<file path="config.mk">
export PLATFORM = sky130hd
export DESIGN_NAME = game_key_input_flat
export DESIGN_NICKNAME = d
export VERILOG_FILES = /design/src/rtl/game_key_if.sv /design/src/rtl/game_key_input.sv /design/src/flat_wrapper.sv
export SDC_FILE = /design/constraint.sdc
export NUM_CORES = 1
export LEC_CHECK = 0
export BUFFER_PORTS_ARGS = -buffer_cell sky130_fd_sc_hd__buf_2
export CORE_ASPECT_RATIO = 1.5
export CORE_MARGIN = 2
export CORE_UTILIZATION = 30
export CTS_CLUSTER_SIZE = 40
export DETAILED_ROUTE_END_ITERATION = 10
export GPL_TIMING_DRIVEN = 0
export PLACE_DENSITY = 0.58
export SYNTH_ARGS = -nofsm -noshare
export SYNTH_HDL_FRONTEND = slang
export SYNTH_SLANG_ARGS = --single-unit
</file>
<file path="constraint.sdc">
create_clock -name clk -period 3.55 [get_ports clk]
set_input_delay 0.1775 -clock clk [delete_from_list [all_inputs] [get_ports clk]]
set_output_delay 0.1775 -clock clk [all_outputs]
set_load 0.005 [all_outputs]
</file>
<file path="src/rtl/game_key_if.sv">
// Keyboard-to-core signal bundle: PS/2 byte strobe and win level in, cursor and commands out.
interface game_key_if;
  logic [7:0] scan_code;
  logic       scan_valid;
  logic       win;
  logic [5:0] cursor;
  logic       game_area;
  logic       left;
  logic       right;
  logic       retract;
  logic       retry;

  modport master (
    output scan_code, scan_valid, win,
    input  cursor, game_area, left, right, retract, retry
  );

  modport slave (
    input  scan_code, scan_valid, win,
    output cursor, game_area, left, right, retract, retry
  );
endinterface

</file>
<file path="src/rtl/game_key_input.sv">
// PS/2 set-2 decoder for the Sokoban core: prefix tracking, 8x8 cursor moves and
// single-cycle command pulses with per-key typematic suppression.
module game_key_input (
  input  logic       clk,
  input  logic       reset,
  game_key_if.slave  bus
);

  typedef enum logic [1:0] {StIdle, StExt, StBrk, StExtBrk} state_e;

  localparam logic [7:0] CodeExt   = 8'hE0;
  localparam logic [7:0] CodeBrk   = 8'hF0;
  localparam logic [7:0] CodeUp    = 8'h75;
  localparam logic [7:0] CodeDown  = 8'h72;
  localparam logic [7:0] CodeLeft  = 8'h6B;
  localparam logic [7:0] CodeRight = 8'h74;
  localparam logic [7:0] CodeEnter = 8'h5A;
  localparam logic [7:0] CodeN     = 8'h31;
  localparam logic [7:0] CodeBksp  = 8'h66;
  localparam logic [7:0] CodeR     = 8'h2D;
  localparam logic [7:0] CodeEsc   = 8'h76;

  state_e     state_q, state_d;
  logic [2:0] row_q, row_d;
  logic [2:0] col_q, col_d;
  logic       area_q, area_d;
  // Bit order {retry, retract, right, left}, shared by pulses and held flags.
  logic [3:0] pulse_q, pulse_d;
  logic [3:0] held_q, held_d;

  logic       plain_make, plain_brk, ext_make;
  logic       cmd_hit;
  logic [1:0] cmd_sel;

  always_comb begin
    cmd_hit = 1'b1;
    cmd_sel = 2'd0;
    case (bus.scan_code)
      CodeEnter: cmd_sel = 2'd0;
      CodeN:     cmd_sel = 2'd1;
      CodeBksp:  cmd_sel = 2'd2;
      CodeR:     cmd_sel = 2'd3;
      default:   cmd_hit = 1'b0;
    endcase
  end

  always_comb begin
    state_d    = state_q;
    plain_make = 1'b0;
    plain_brk  = 1'b0;
    ext_make   = 1'b0;
    if (bus.scan_valid) begin
      unique case (state_q)
        StIdle: begin
          if (bus.scan_code == CodeExt) begin
            state_d = StExt;
          end else if (bus.scan_code == CodeBrk) begin
            state_d = StBrk;
          end else begin
            plain_make = 1'b1;
          end
        end
        StExt: begin
          if (bus.scan_code == CodeBrk) begin
            state_d = StExtBrk;
          end else if (bus.scan_code != CodeExt) begin
            ext_make = 1'b1;
            state_d  = StIdle;
          end
        end
        StBrk: begin
          plain_brk = 1'b1;
          state_d   = StIdle;
        end
        // Extended breaks carry no meaning here; just return to idle.
        StExtBrk: state_d = StIdle;
        default:  state_d = StIdle;
      endcase
    end
  end

  always_comb begin
    row_d   = row_q;
    col_d   = col_q;
    area_d  = area_q;
    pulse_d = 4'b0000;
    held_d  = held_q;

    if (ext_make) begin
      case (bus.scan_code)
        CodeUp: begin
          area_d = 1'b1;
          if (row_q != 3'd0) row_d = row_q - 3'd1;
        end
        CodeDown: begin
          area_d = 1'b1;
          if (row_q != 3'd7) row_d = row_q + 3'd1;
        end
        CodeLeft: begin
          area_d = 1'b1;
          if (col_q != 3'd0) col_d = col_q - 3'd1;
        end
        CodeRight: begin
          area_d = 1'b1;
          if (col_q != 3'd7) col_d = col_q + 3'd1;
        end
        default: ;
      endcase
    end

    if (plain_make && cmd_hit && !held_q[cmd_sel]) begin
      held_d[cmd_sel] = 1'b1;
      // A gated Enter still latches its held flag so its repeats stay silent.
      if (cmd_sel != 2'd0 || (area_q && !bus.win)) pulse_d[cmd_sel] = 1'b1;
    end

    if (plain_make && bus.scan_code == CodeEsc) area_d = 1'b0;

    if (plain_brk && cmd_hit) held_d[cmd_sel] = 1'b0;
  end

  always_ff @(posedge clk) begin
    if (reset) begin
      state_q <= StIdle;
      row_q   <= 3'd0;
      col_q   <= 3'd0;
      area_q  <= 1'b0;
      pulse_q <= 4'b0000;
      held_q  <= 4'b0000;
    end else begin
      state_q <= state_d;
      row_q   <= row_d;
      col_q   <= col_d;
      area_q  <= area_d;
      pulse_q <= pulse_d;
      held_q  <= held_d;
    end
  end

  assign bus.cursor    = {row_q, col_q};
  assign bus.game_area = area_q;
  assign bus.left      = pulse_q[0];
  assign bus.right     = pulse_q[1];
  assign bus.retract   = pulse_q[2];
  assign bus.retry     = pulse_q[3];

endmodule

</file>
<file path="src/flat_wrapper.sv">
// flat-port wrapper written by rule: the top's interface ports become plain ports
module game_key_input_flat 
  (clk, reset, bus_scan_code, bus_scan_valid, bus_win, bus_cursor, bus_game_area, bus_left, bus_right, bus_retract, bus_retry);
  game_key_if bus_i ();
  input  logic clk;
  input  logic reset;
  input wire logic [$bits(bus_i.scan_code)-1:0] bus_scan_code;
  input wire logic [$bits(bus_i.scan_valid)-1:0] bus_scan_valid;
  input wire logic [$bits(bus_i.win)-1:0] bus_win;
  output wire logic [$bits(bus_i.cursor)-1:0] bus_cursor;
  output wire logic [$bits(bus_i.game_area)-1:0] bus_game_area;
  output wire logic [$bits(bus_i.left)-1:0] bus_left;
  output wire logic [$bits(bus_i.right)-1:0] bus_right;
  output wire logic [$bits(bus_i.retract)-1:0] bus_retract;
  output wire logic [$bits(bus_i.retry)-1:0] bus_retry;
  assign bus_i.scan_code = bus_scan_code;
  assign bus_i.scan_valid = bus_scan_valid;
  assign bus_i.win = bus_win;
  assign bus_cursor = bus_i.cursor;
  assign bus_game_area = bus_i.game_area;
  assign bus_left = bus_i.left;
  assign bus_right = bus_i.right;
  assign bus_retract = bus_i.retract;
  assign bus_retry = bus_i.retry;
  game_key_input u_core (.clk(clk), .reset(reset), .bus(bus_i));
endmodule
</file>
-- Word-level counts from Yosys, hierarchy flattened
Cells that the tools add are included.
- memory bits (read-only): 0
- word-level logic and storage cells: 93
- register bits after elaboration: 17
- latch bits: 0
- memories: 0
- RAM bits: 0
- bitwise gates (word level): 5
- equality and inequality tests: 23
- shift operators: 0
- multiplexer cells: 29
- div/mod/pow operators: 0
- multipliers: 0
- $add $sub $neg: 4
- order comparisons: 2
- reduce and logical (&&, ||, !) cells: 24
- operators by type and width (kind ; count):
    equality test 8 x 7 -> 1 bit, second input constant ; 7
    equality test 8 x 6 -> 1 bit, second input constant ; 2
    equality test 8 bit, second input constant ; 2
    2-to-1 mux 1 bit ; 13
    2-to-1 mux 3 bit ; 4
    one-hot mux 2 bit (3 select lines) ; 2
    one-hot mux 3 bit (2 select lines) ; 2
    2-to-1 mux 2 bit ; 4
    2-to-1 mux 4 bit ; 2
    != test 2 x 1 -> 1 bit, second input constant ; 4
    != test 8 bit, second input constant ; 1
    AND reduction 4 bit ; 2
    OR reduction 4 bit ; 2
    adder 3 x 1 -> 3 bit, second input constant ; 2
    logical AND 1 bit ; 6
    != test 3 x 1 -> 1 bit, second input constant ; 2
    != test 3 bit, second input constant ; 2
    nonzero test 2 bit ; 3
    nonzero test 3 bit ; 2
    subtractor 3 x 1 -> 3 bit, second input constant ; 2
    bitwise AND 4 bit ; 1
    equality test 2 bit, second input constant ; 2
    inverter 4 bit ; 1
    OR 4 bit ; 1
    13 further kinds ; 16

-- Depth between registers and ports, before layout
Gate-level depths: netlist of run 1.
- depth in word-level cells: 10
- gate-level depth with buffers: 7
- mapped depth without buffers: 6

-- Worst setup path after synthesis of run 1
OpenSTA, ideal clock, no wires.
- path type: in2reg
- start point: input port bus_scan_code[3]
- end point: register u_core.row_q[2]
- path slack: 1.827 ns
- cell stages on the path: 7
- data arrival time: 1.652 ns
- path through: buf_6 > and4bb_2 > nand2_1 > fa_1 > xnor2_1 > or3_1 > a21oi_1
- longest elaborated chain between the ends: 6
- elaborated cells on any way between the ends: 13
- ends and longest elaborated chain (element ; line ; text):
    start: declaration ; flat_wrapper.sv:7 ; input wire logic [$bits(bus_i.scan_code)-1:0] bus_scan_code;
    != test 8 bit ; game_key_input.sv:66 ; end else if (bus.scan_code != CodeExt) begin
    2-to-1 mux 1 bit ; game_key_input.sv:66 ;
    2-to-1 mux 1 bit ; game_key_input.sv:64 ; if (bus.scan_code == CodeBrk) begin
    2-to-1 mux 1 bit ; game_key_input.sv:53 ; unique case (state_q)
    2-to-1 mux 1 bit ; game_key_input.sv:52 ; if (bus.scan_valid) begin
    AND reduction 4 bit (no source line) ; -- ;
    end signal: assignment ; game_key_input.sv:132 ; row_q <= row_d;
    end: declaration ; game_key_input.sv:24 ; logic [2:0] row_q, row_d;
Parallel ways exist; a longest one is shown, timed or not.
A chain may end at the register's enable or synchronous reset.

-- Worst setup path after layout of run 1
- start point: register u_core.state_q[1]
- end point: register u_core.pulse_q[3]
- longest elaborated chain between the ends: 7
- ends and longest elaborated chain (element ; line ; text):
    start: declaration ; game_key_input.sv:23 ; state_e state_q, state_d;
    start signal: assignment ; game_key_input.sv:124 ; state_q <= StIdle;
    start signal: assignment ; game_key_input.sv:131 ; state_q <= state_d;
    logical NOT 2 bit ; game_key_input.sv:53 ;
    2-to-1 mux 1 bit ; game_key_input.sv:53 ;
    2-to-1 mux 1 bit ; game_key_input.sv:52 ;
    logical AND 1 bit (2 in a row) ; game_key_input.sv:111 ; if (plain_make && cmd_hit && !held_q[cmd_sel]) begin
    inverter 1 bit (no source line) ; -- ;
    OR reduction 3 bit (no source line) ; -- ;
    end signal: assignment ; game_key_input.sv:135 ; pulse_q <= pulse_d;
    end: declaration ; game_key_input.sv:28 ; logic [3:0] pulse_q, pulse_d;
No other way between the ends.

==> impl_metrics.ini, run 1 <==
[cells_and_area]
final_area_sq_mm = 0.00128
utilization = 0.370
final_common_cell = buf_2
drive_gt1_frac = 0.262
nets = 160
antenna_cells = 0
final_cell_mix = buf_2 (19), dfxtp_1 (17), nor2_1 (16), a21oi_1 (10), nand2_1 (7)
fillerInstances = 395
syn_to_final_growth_pct = 17.8

[sta]
period_minus_slack_ps = 1850
hold_violations = 0
worst_pin_slew_ps = 490
fmax_mhz = 540
finalSetupViolations = 0
finClkSkew_ps = 2.99
rsz0062_at_grt = no
relSlewSlack = 0.673
finalCritPeriodShare = 0.521
maxSlewViolCount = 0
setup_ws_ps = 1700
tns_ps = 0

[floorplanning]
core_area_sq_mm = 0.00345
start_util = 0.314
die_h_um = 77.6
fp.dieW_um = 53.1
ioPinCount = 23
die_area_sq_mm = 0.00412
num_rows = 26

[yosys]
synth_ff_type = dfxtp_1
avgSynthCellArea_sq_um = 8.88
yosysWarnings = 0
ys_ff_latch = 17
synth_edf_count = 0
syn-num-nets = 136
synth_cells = 122
async_flop_share = 0
ys_seq_area_frac = 0.314
syn_area_sq_mm = 0.00108
synth_cell_types = 45

[worst_setup_path]
cp-startpoint = u_core.state_q[1]
crit_type = flip-flop to flip-flop
regToRegSetupSlack_ps = 1700
cp.arrival_ps = 2000
timing.rr.start = u_core.state_q[1]
startpoint_type = flip-flop
max_stage_delay_ps = 370
worstPathMaxFanout = 6
cpMaxStageDelayCell = or3b_1
cp-endpoint = u_core.pulse_q[3]
worst_setup_path_end_kind = flip-flop
crit_chain = or3b_1 -> a31oi_2 -> o21ai_2 -> a41o_1 -> a2111oi_2
required_ps = 3700
worstReg2RegEnd = u_core.pulse_q[3]
r2r_cells = 5

[power]
p_leak_nw = 0.479
p_per_area_mw_per_mm2 = 297
power_w = 0.000379
peakVddDrop_mv = 0.118

[outcome]
status = completed

[min_path]
hold_path.class = input port to flip-flop
holdPathStages = 4

[cts]
cts_tree = built
cts_made_buffers = 3
post-cts-setup-buffers = 0
cts_hold_buf = 0
clk_latency_ps = 250
cts_resized = 0
clk_path_buf_depth = 2
cts_num_sinks = 17
htree_levels = 1
cts_root_buf = clkbuf_8
worst_setup_hold_path_clk_slew_ps = 70

[placed_design]
globalplace.congestion = 0.812
port_buffers = 19
dpl.hpwl_um = 1940
dpl_worst_slack_ps = 1660
post_dp_cell_area_sq_mm = 0.00123

[route]
via_per_inst = 5.46
drt_iter0_markers = 30
wire_per_inst_um = 13.3
ant_nets = 0
drc = 0
routed_wl_um = 2490
detail_route.first_pass.iterations = 4
vias = 1021

[grt]
grt_max_degree = 11
grt.overflow.total = 0
grt_usage = 0.129
grt_pass1_wl_um = 4130
antenna_found_initial = 0
grt_pass1_vias = 955

[job]
maxCapViolations = 0
-- worst min-delay path by stage --
stage / startpoint / to / slack [ps]
after floorplan: bus_scan_valid / u_core.state_q[1] / 350
after global placement: flip-flop / flip-flop / 450
after detailed placement: flip-flop / flip-flop / 460
after CTS: bus_win / u_core.pulse_q[0] / 220
after global routing: bus_win / u_core.pulse_q[0] / 220
final: bus_win / u_core.pulse_q[0] / 210
-- kinds of logic after synthesis --
group	after synthesis	share of synthesized area
mux	3	0.0277
compound gates	29	0.197
simple gates	59	0.337
xor+xnor	4	0.0323
buf+inv	8	0.0543
fa+ha+maj	2	0.0370
flops	17	0.314
-- Yosys cell counts (3+ instances only) --
cell       n  area, sq um
nand4_1    5         31.3
nand3_1    6         30.0
nor2_1    16         60.1
nand3b_1   3         22.5
o21a_1     3         22.5
nand2_1    7         26.3
a21oi_1   10         50.1
mux2i_1    3         30.0
dfxtp_1   17          340
-- power by group --
| group | internal [W] | leakage [nW] | switching, W | total [W] |
|---|---|---|---|---|
| sequential | 0.000191 | 0.137 | 0.000000119 | 0.000191 |
| combinational | 0.0000179 | 0.320 | 0.0000255 | 0.0000434 |
| clock | 0.0000796 | 0.0228 | 0.0000646 | 0.000144 |
| total | 0.000288 | 0.479 | 0.0000903 | 0.000379 |
-- per-layer routing --
metal | track usage | share of wire | wire, um | vias to the layer above
li1 | - | - | - | 503
met2 | 0.231 | 0.53 | 1330 | 27
met5 | 0 | 0 | 0 | -
met3 | 0.0173 | 0.046 | 115 | 5
met4 | 0.0385 | 0.012 | 31 | 0
met1 | 0.153 | 0.41 | 1020 | 486
-- critical path, delay by kind of cell (launching register included) --
family	cells	cell delay, ps
simple gates	1	370
compound gates	4	1020
flops	1	350
-- per-stage QoR --
stage | cells | hold WS (ps)
global placement | 183 | 451
finish | 187 | 213
detailed placement | 183 | 455
floorplan | 122 | 355
CTS | 187 | 216
global route | 187 | 221
-- final cells by class --
cell class | instances | area [sq um] | share of cell area
clock buffers | 4 | 45.0 | 0.0353
plain buffers | 6 | 51.3 | 0.0402
multi-input cells | 97 | 684 | 0.536
flip-flops and latches | 17 | 340 | 0.267
inverters | 2 | 7.51 | 0.00588
well taps | 42 | 52.6 | 0.0412
repair buffers | 19 | 95.1 | 0.0745
Note: power is estimated with default switching activity, not from simulation.
==> run 2, diff against run 1 <==
Settings changed: PLACE_DENSITY 0.58 to 0.6.
Clock period 3.55 ns to 1.5 ns, I/O delays scaled along.
==> run 2 against run 1 <==
Effect of this change: the run now ends with negative setup slack left; power increased by 140%; via count grew 7.1%; routed wire length increased by 12%; sequential cell count unchanged; critical path depth did not move; clock-buffer cell count fell by 1; maximum frequency is 15% higher; sequential share of layout area down 2.6 points; utilization increased by 4.5 points; critical path type unchanged; critical endpoint is now u_core.pulse_q[0]; highest routed layer unchanged.
==> impl_metrics.ini, run 2 (same netlist as run 1, synthesis figures left out) <==
[sta]
relSlewSlack = 0.675
finClkSkew_ps = 4.68
finalSetupViolations = 4
period_minus_slack_ps = 1610
setup_ws_ps = -110
whs_ps = 141
fmax_mhz = 621
worst_pin_slew_ps = 487
rsz0062_at_grt = yes
finalCritPeriodShare = 1.07
maxSlewViolCount = 0
hold_violations = 0

[route]
wire_per_inst_um = 14.2
ant_nets = 0
routed_wl_um = 2800
detail_route.first_pass.iterations = 5
via_per_inst = 5.55
vias = 1094
drt_iter0_markers = 24
drc = 0

[floorplanning]
core_area_sq_mm = 0.00345
ioPinCount = 23
die_h_um = 77.6
die_area_sq_mm = 0.00412
start_util = 0.314
num_rows = 26
fp.dieW_um = 53.1

[grt]
grt_usage = 0.141
grt_pass1_wl_um = 4350
antenna_found_initial = 0
grt_max_degree = 11
grt.overflow.total = 0
grt_pass1_vias = 1047

[placed_design]
placedCellCount = 183
dpl.hpwl_um = 1940
port_buffers = 19
post_dp_cell_area_sq_mm = 0.00125
globalplace.congestion = 0.866

[power]
p_per_area_mw_per_mm2 = 645
p_leak_nw = 0.538
peakVddDrop_mv = 0.315

[outcome]
violations = negative setup slack
status = complete, but fails checks

[cells_and_area]
syn_to_final_growth_pct = 32.0
fin_cells = 197
antenna_cells = 0
drive_gt1_frac = 0.400
final_area_sq_mm = 0.00143
final_cell_mix = buf_2 (19), nor2_1 (14), dfxtp_1 (14), buf_4 (9), a21oi_1 (8)
utilization = 0.415
nets = 170
final_common_cell = buf_2
fillerInstances = 361

[cts]
clk_path_buf_depth = 2
cts_made_buffers = 3
cts_root_buf = clkbuf_8
cts_tree = built
htree_levels = 1
cts_num_sinks = 17
cts_hold_buf = 0
clk_latency_ps = 260
worst_setup_hold_path_clk_slew_ps = 70

[worst_setup_path]
worstPathMaxFanout = 5
worst_setup_path_end_kind = flip-flop
regToRegSetupSlack_ps = -110
required_ps = 1660
cp.arrival_ps = 1770
startpoint_type = flip-flop
crit_type = flip-flop to flip-flop

[min_path]
hold_path.class = input port to flip-flop

[job]
maxCapViolations = 0
run 2: per-stage QoR:
step | total power (W) | worst slack [ps] | TNS (ps)
5_1_grt | 0.000965 | -193 | -797
6_report | 0.000922 | -110 | -362
4_1_cts | 0.000923 | -90.7 | -221
3_5_place_dp | 0.000566 | -206 | -932
3_3_place_gp | 0.000563 | -175 | -797
2_1_floorplan | 0.000531 | -49.7 | -103
run 2: worst max-delay path, stage by stage, from the launching register on:
cell,delay (ps)
dfxtp_2,340
or3b_4,400
a31oi_4,200
o21ai_4,90
a41o_1,250
nor4_1,230
run 2: report_power, final:
part	leakage, nW	internal (W)	switching, W
sequential	0.138	0.000451	0.000000281
clock	0.0255	0.000185	0.000164
combinational	0.374	0.0000517	0.0000697
total	0.538	0.000688	0.000234
run 2: path summary, 6_finish.rpt:
check                      end               from  depth (start not counted)
max          u_core.pulse_q[0]  u_core.state_q[1]                          5
min          u_core.pulse_q[0]            bus_win                          4
max reg2reg  u_core.pulse_q[0]  u_core.state_q[1]                          5
min reg2reg          flip-flop          flip-flop                          1
run 2: final cells by class:
cell class | count | area, sq um | share of cell area
multi-input cells | 97 | 747 | 0.522
flip-flops and latches | 17 | 344 | 0.241
repair buffers | 29 | 178 | 0.124
plain buffers | 6 | 55.1 | 0.0385
well taps | 42 | 52.6 | 0.0367
clock buffers | 3 | 41.3 | 0.0289
inverters | 2 | 7.51 | 0.00525
clock inverters | 1 | 5.00 | 0.00350
run 2: timing repair:
item / 4_1_cts / 5_1_grt
endpoints found under the setup margin: 5 / 9
gates resized for setup: 7 / 8
buffers inserted: 9 / 2
pin swaps: 3 / 6
hold endpoints to repair: 0 / 0
run 2: metal layers:
metal  GRT usage  wire length (um)  up-vias  share of wire
met5           0                 0        -              0
met4      0.0897                74        0          0.026
met3      0.0231               114        8          0.041
met2       0.254              1520       34           0.54
met1       0.140              1090      526           0.39
li1            -                 -      526              -
